### config.mk
export PLATFORM = sky130hd
export DESIGN_NAME = proc_ctrl_flat
export DESIGN_NICKNAME = d
export VERILOG_FILES = /design/src/rtl/proc_pkg.sv /design/src/rtl/proc_ctrl_if.sv /design/src/rtl/proc_ctrl_dec3to8.sv /design/src/rtl/proc_ctrl.sv /design/src/flat_wrapper.sv
export SDC_FILE = /design/constraint.sdc
export NUM_CORES = 1
export LEC_CHECK = 0
export CAP_MARGIN = 10
export CORE_MARGIN = 10
export CORE_UTILIZATION = 43
export DETAILED_ROUTE_END_ITERATION = 8
export HOLD_SLACK_MARGIN = 0.05
export PLACE_DENSITY = 0.77
export SKIP_CTS_REPAIR_TIMING = 1
export SLEW_MARGIN = 10
export SYNTH_ARGS = -nofsm -noshare
export SYNTH_HDL_FRONTEND = slang
export SYNTH_SLANG_ARGS = --single-unit
### constraint.sdc
create_clock -name Clock -period 2.45 [get_ports Clock]
set_clock_uncertainty 0.1 [all_clocks]
set_input_delay 0.49 -clock Clock [delete_from_list [all_inputs] [get_ports Clock]]
set_output_delay 0.49 -clock Clock [all_outputs]
set_load 0.02 [all_outputs]
### src/rtl/proc_pkg.sv
// Shared encodings for the 16-bit bus processor control path.
package proc_pkg;

    // Controller sequencing steps; T0 is the fetch step
    typedef enum logic [1:0] {
        T0 = 2'd0,
        T1 = 2'd1,
        T2 = 2'd2,
        T3 = 2'd3
    } state_t;

    // Opcode field IR[8:6]; values 5..7 are undefined
    localparam logic [2:0] MV   = 3'd0;
    localparam logic [2:0] MVI  = 3'd1;
    localparam logic [2:0] ADD  = 3'd2;
    localparam logic [2:0] SUB  = 3'd3;
    localparam logic [2:0] MVNZ = 3'd4;

    // ALU mode driven on AddSub
    localparam logic ADDSUB_ADD = 1'b0;
    localparam logic ADDSUB_SUB = 1'b1;

endpackage

### src/rtl/proc_ctrl_if.sv
// Handshake and datapath control signals between controller and datapath.
interface proc_ctrl_if #(
    parameter int unsigned CNT_W = 16
);
    logic             Run;
    logic [8:0]       IR;
    logic             GZero;
    logic             IRin;
    logic [7:0]       Rin;
    logic [7:0]       Rout;
    logic             DINout;
    logic             Gout;
    logic             Ain;
    logic             Gin;
    logic             AddSub;
    logic             Done;
    logic             Illegal;
    logic [CNT_W-1:0] InstrCount;

    // Datapath / outside world side
    modport master (
        output Run, IR, GZero,
        input  IRin, Rin, Rout, DINout, Gout, Ain, Gin, AddSub, Done, Illegal, InstrCount
    );

    // Controller side
    modport slave (
        input  Run, IR, GZero,
        output IRin, Rin, Rout, DINout, Gout, Ain, Gin, AddSub, Done, Illegal, InstrCount
    );
endinterface

### src/rtl/proc_ctrl_dec3to8.sv
// 3-to-8 one-hot decoder with enable.
module dec3to8 (
    input  logic [2:0] W,
    input  logic       En,
    output logic [7:0] Y
);

    // One-hot decode of W when enabled
    always_comb begin
        Y = '0;
        if (En) Y[W] = 1'b1;
    end

endmodule

### src/rtl/proc_ctrl.sv
// Control unit: fetch/decode sequencing, datapath control and retired-instruction count.
module proc_ctrl
    import proc_pkg::*;
#(
    parameter int unsigned CNT_W = 16
) (
    input  logic          Clock,
    input  logic          Reset,
    proc_ctrl_if.slave    bus
);

    state_t           state_q, state_d;
    logic [CNT_W-1:0] count_q, count_d;
    logic [2:0]       op;
    logic [7:0]       x_oh, y_oh;

    logic       irin, dinout, gout, ain, gin, addsub, done, illegal;
    logic [7:0] rin, rout;

    assign op = bus.IR[8:6];

    dec3to8 u_dec_x (.W(bus.IR[5:3]), .En(1'b1), .Y(x_oh));
    dec3to8 u_dec_y (.W(bus.IR[2:0]), .En(1'b1), .Y(y_oh));

    // State register
    always_ff @(posedge Clock) begin
        if (Reset) state_q <= T0;
        else       state_q <= state_d;
    end

    // Retired-instruction counter register
    always_ff @(posedge Clock) begin
        if (Reset) count_q <= '0;
        else       count_q <= count_d;
    end

    // Next-state and control decode; Reset masks every output last
    always_comb begin
        state_d = state_q;
        irin    = 1'b0;
        rin     = '0;
        rout    = '0;
        dinout  = 1'b0;
        gout    = 1'b0;
        ain     = 1'b0;
        gin     = 1'b0;
        addsub  = ADDSUB_ADD;
        done    = 1'b0;
        illegal = 1'b0;
        unique case (state_q)
            T0: begin
                irin = bus.Run;
                if (bus.Run) state_d = T1;
            end
            T1: begin
                case (op)
                    MV: begin
                        rout    = y_oh;
                        rin     = x_oh;
                        done    = 1'b1;
                        state_d = T0;
                    end
                    MVI: begin
                        dinout  = 1'b1;
                        rin     = x_oh;
                        done    = 1'b1;
                        state_d = T0;
                    end
                    ADD, SUB: begin
                        rout    = x_oh;
                        ain     = 1'b1;
                        state_d = T2;
                    end
                    MVNZ: begin
                        if (!bus.GZero) begin
                            rout = y_oh;
                            rin  = x_oh;
                        end
                        done    = 1'b1;
                        state_d = T0;
                    end
                    default: begin
                        done    = 1'b1;
                        illegal = 1'b1;
                        state_d = T0;
                    end
                endcase
            end
            T2: begin
                rout    = y_oh;
                gin     = 1'b1;
                addsub  = (op == SUB) ? ADDSUB_SUB : ADDSUB_ADD;
                state_d = T3;
            end
            T3: begin
                gout    = 1'b1;
                rin     = x_oh;
                done    = 1'b1;
                state_d = T0;
            end
            default: state_d = T0;
        endcase
        count_d = count_q + CNT_W'(done);
        if (Reset) begin
            irin    = 1'b0;
            rin     = '0;
            rout    = '0;
            dinout  = 1'b0;
            gout    = 1'b0;
            ain     = 1'b0;
            gin     = 1'b0;
            addsub  = 1'b0;
            done    = 1'b0;
            illegal = 1'b0;
        end
    end

    assign bus.IRin       = irin;
    assign bus.Rin        = rin;
    assign bus.Rout       = rout;
    assign bus.DINout     = dinout;
    assign bus.Gout       = gout;
    assign bus.Ain        = ain;
    assign bus.Gin        = gin;
    assign bus.AddSub     = addsub;
    assign bus.Done       = done;
    assign bus.Illegal    = illegal;
    assign bus.InstrCount = Reset ? '0 : count_q;

endmodule

### src/flat_wrapper.sv
// flat-port wrapper written by rule: the top's interface ports become plain ports
module proc_ctrl_flat import proc_pkg::*;
#(
    parameter int unsigned CNT_W = 16
)
  (Clock, Reset, bus_Run, bus_IR, bus_GZero, bus_IRin, bus_Rin, bus_Rout, bus_DINout, bus_Gout, bus_Ain, bus_Gin, bus_AddSub, bus_Done, bus_Illegal, bus_InstrCount);
  proc_ctrl_if #(.CNT_W(CNT_W)) bus_i ();
  input  logic Clock;
  input  logic Reset;
  input wire logic [$bits(bus_i.Run)-1:0] bus_Run;
  input wire logic [$bits(bus_i.IR)-1:0] bus_IR;
  input wire logic [$bits(bus_i.GZero)-1:0] bus_GZero;
  output wire logic [$bits(bus_i.IRin)-1:0] bus_IRin;
  output wire logic [$bits(bus_i.Rin)-1:0] bus_Rin;
  output wire logic [$bits(bus_i.Rout)-1:0] bus_Rout;
  output wire logic [$bits(bus_i.DINout)-1:0] bus_DINout;
  output wire logic [$bits(bus_i.Gout)-1:0] bus_Gout;
  output wire logic [$bits(bus_i.Ain)-1:0] bus_Ain;
  output wire logic [$bits(bus_i.Gin)-1:0] bus_Gin;
  output wire logic [$bits(bus_i.AddSub)-1:0] bus_AddSub;
  output wire logic [$bits(bus_i.Done)-1:0] bus_Done;
  output wire logic [$bits(bus_i.Illegal)-1:0] bus_Illegal;
  output wire logic [$bits(bus_i.InstrCount)-1:0] bus_InstrCount;
  assign bus_i.Run = bus_Run;
  assign bus_i.IR = bus_IR;
  assign bus_i.GZero = bus_GZero;
  assign bus_IRin = bus_i.IRin;
  assign bus_Rin = bus_i.Rin;
  assign bus_Rout = bus_i.Rout;
  assign bus_DINout = bus_i.DINout;
  assign bus_Gout = bus_i.Gout;
  assign bus_Ain = bus_i.Ain;
  assign bus_Gin = bus_i.Gin;
  assign bus_AddSub = bus_i.AddSub;
  assign bus_Done = bus_i.Done;
  assign bus_Illegal = bus_i.Illegal;
  assign bus_InstrCount = bus_i.InstrCount;
  proc_ctrl #(.CNT_W(CNT_W)) u_core (.Clock(Clock), .Reset(Reset), .bus(bus_i));
endmodule
==> metrics.md <==
| Metric | Value |
|---|---|
| Core box area | `2829 um^2` |
| CTS root buf | `clkbuf_4` |
| Final Core Density | `80.36%` |
| Fin crit period | `2.522 ns` |
| Status | `complete, but fails checks` |
| Failing checks | `setup timing` |
| Hold Fails Final Rpt | `0` |
| Period Utilization, post-route | `102.9%` |
| Chip Width | `74.88 um` |
| First-pass GRT wire length | `6679 um` |
| GP Congestion | `0.8742` |
| Fillers | `176` |
| Syn avg cell area | `7.994 um^2` |
| Leading cell type in the layout, fill and taps excluded | `buf_4` |
| Startpoint types | `input port` |
| Initial antenna violation count | `0` |
| DR vias/cell | `5.489` |
| Clock latency on the worst-skew pair | `0.30 ns` |
| Post-Place Worst Slack | `-0.5735 ns` |
| Switch share | `27.76%` |
| Clk buf depth | `2` |
| IO Pins | `53` |
| Mapped Cells | `162` |
| NetSw | `0.1867 mW` |
| Yosys reg bits | `18` |
| RSZ-0062 raised after global routing | `yes` |
| Max Cap Viol | `0` |
| Critical-path maximum fanout | `8` |
| TritonCTS Buffers | `3` |
| Internal power | `0.4857 mW` |
| Critical Path Sink Type | `output port` |
| WP data required | `1.86 ns` |
| Largest net degree at the start of global routing | `20` |
| Worst hold slack | `0.4187 ns` |
| First DRT Iteration DRCs | `143` |
| Port Buffer Count | `52` |
| Detail Placement HPWL | `3378 um` |
| WP data arrival | `1.93 ns` |
| Drt total wl | `4349 um` |
| Syn nets | `182` |
| Inserted Diodes | `0` |
| Syn Std Cell Area | `1295 um^2` |
| Number of global-route vias before repair | `1510` |
| Finished Layout Cells | `274` |
| Setup TNS | `-0.3713 ns` |
| Slew @ Worst Pin | `0.4842 ns` |
| Die ar. | `5607 um^2` |
| Distinct cell type count after synthesis | `37` |
| Max Clock Freq | `396.5 MHz` |
| Layout net count | `264` |
| Most frequent cells in the layout | `buf_4 (33), nor2b_1 (22), dlymetal6s2s_1 (22)` |
| Leakage dissipation | `1.237 nW` |
| Drt first pass iters | `4` |
| Final instance area | `2273 um^2` |
| DIE HEIGHT | `74.88 um` |
| Share of layout cells above drive strength 1 | `32.10%` |
| Max_slew headroom | `67.62%` |
| Power share of the clock group | `27.4%` |
| Slew Limit Fails | `0` |
| CTS tree | `built` |
| Final setup margin | `-0.07227 ns` |
| All-Layer GR Usage | `14.79%` |
| Flop pwr share | `45.0%` |
| Yosys warnings | `0` |
| WS Path Type | `input port to output port` |
| Total chip power | `0.6724 mW` |
| Routed Antenna Nets | `0` |
| EDFF count, synth | `0` |
| Clock transition at path regs | `0.10 ns` |
| Max IR drop VDD | `0.0001669 V` |
| Hold/Removal Path Class | `register to register` |
| Setup violators final | `7` |
| Area after DPL | `2051 um^2` |
| Grt total ovfl | `0` |
| Area delta synth->final | `75.56%` |
| Initial Utilization | `45.78%` |
| DRC | `0` |
| Combinational power share | `27.5%` |
| Mean routed wirelength per cell | `15.87 um` |
| Asr flop ratio synth | `0%` |
| PwrDens | `295.8 nW/um^2` |
| Seq/Total Area, Yosys | `27.83%` |
| Via count | `1504` |
| FP Rows | `19` |
| # placed instances | `269` |
| Top_reg_cell synth | `dfxtp_1` |
| Clock sink total | `18` |
| Htree depth | `1` |
[critical path, stage by stage]
cell	delay [ns]
clkdlybuf4s50_1	0.45
o21ai_0	0.23
a31oi_2	0.24
nor4b_2	0.29
clkbuf_2	0.23
[cell families after synthesis]
group,after synthesis,synth area share (%)
adders and majority gates,7,6.763
and+or+nand+nor,90,41.84
muxes,6,5.217
DFF,18,27.83
AOI/OAI and AO/OA,28,13.24
xor gates and xnor gates,3,2.029
buffers and inverters,10,3.092
[layout make-up]
type / count / area (um^2) / area share (%)
Multi-Input combinational cell: 134 / 1044 / 45.90
Clock buffer: 4 / 36.28 / 1.596
Inverter: 5 / 18.77 / 0.8255
Tap cell: 31 / 38.79 / 1.706
Timing Repair Buffer: 82 / 773.2 / 34.01
Sequential cell: 18 / 362.8 / 15.96
[power groups by stage]
stage,Clock (mW),Combinational [mW],Sequential (mW)
finish,0.185,0.185,0.303
global route,0.197,0.203,0.303
CTS,0.188,0.167,0.302
detailed placement,0,0.164,0.309
global placement,0,0.160,0.308
floorplan,0,0.0708,0.310
[state kept, by name (all words and copies together), names as in the netlist, named ones only]
register        cells
u_core.state_q      1
u_core.count_q     16
[Yosys cell counts, types with 2 or more instances]
| cell | n | area [um^2] |
|---|---|---|
| nand3_1 | 9 | 45.04 |
| ha_1 | 7 | 87.58 |
| nor3_1 | 2 | 10.01 |
| nor3b_1 | 5 | 37.54 |
| buf_1 | 2 | 7.510 |
| nor4bb_1 | 2 | 20.02 |
| or3_1 | 4 | 25.02 |
| inv_1 | 5 | 18.77 |
| nor2_1 | 17 | 63.81 |
| nand2_1 | 6 | 22.52 |
| a21o_1 | 2 | 15.01 |
| o21ai_0 | 5 | 25.02 |
| dfxtp_1 | 18 | 360.4 |
| nor4_1 | 7 | 43.79 |
| a21oi_1 | 8 | 40.04 |
| buf_2 | 2 | 10.01 |
| o22ai_1 | 6 | 37.54 |
| nor2b_1 | 23 | 143.9 |
| mux2_2 | 6 | 67.56 |
| nor4b_1 | 2 | 17.52 |
| xnor2_1 | 2 | 17.52 |
| nand3b_1 | 2 | 15.01 |
| nand2b_1 | 5 | 31.28 |
| o32ai_1 | 2 | 17.52 |
[routing by layer]
layer	up-vias	GRT usage, %	routed length, um
met1	695	14.27	1772
met2	54	25.90	2070
met3	4	9.198	467
met4	0	3.992	39
met5	-	0	0
li1	751	-	-
[path summary, 6_finish.rpt]
path         slack (ns)  cells after the start          startpoint            endpoint
max               -0.07                      5           bus_IR[6]          bus_Rin[0]
min                0.42                      2  u_core.count_q[11]  u_core.count_q[11]
max reg2reg        0.13                      9   u_core.state_q[0]  u_core.count_q[15]
min reg2reg        0.42                      2  u_core.count_q[11]  u_core.count_q[11]
Note: power is estimated with default switching activity, not from simulation.
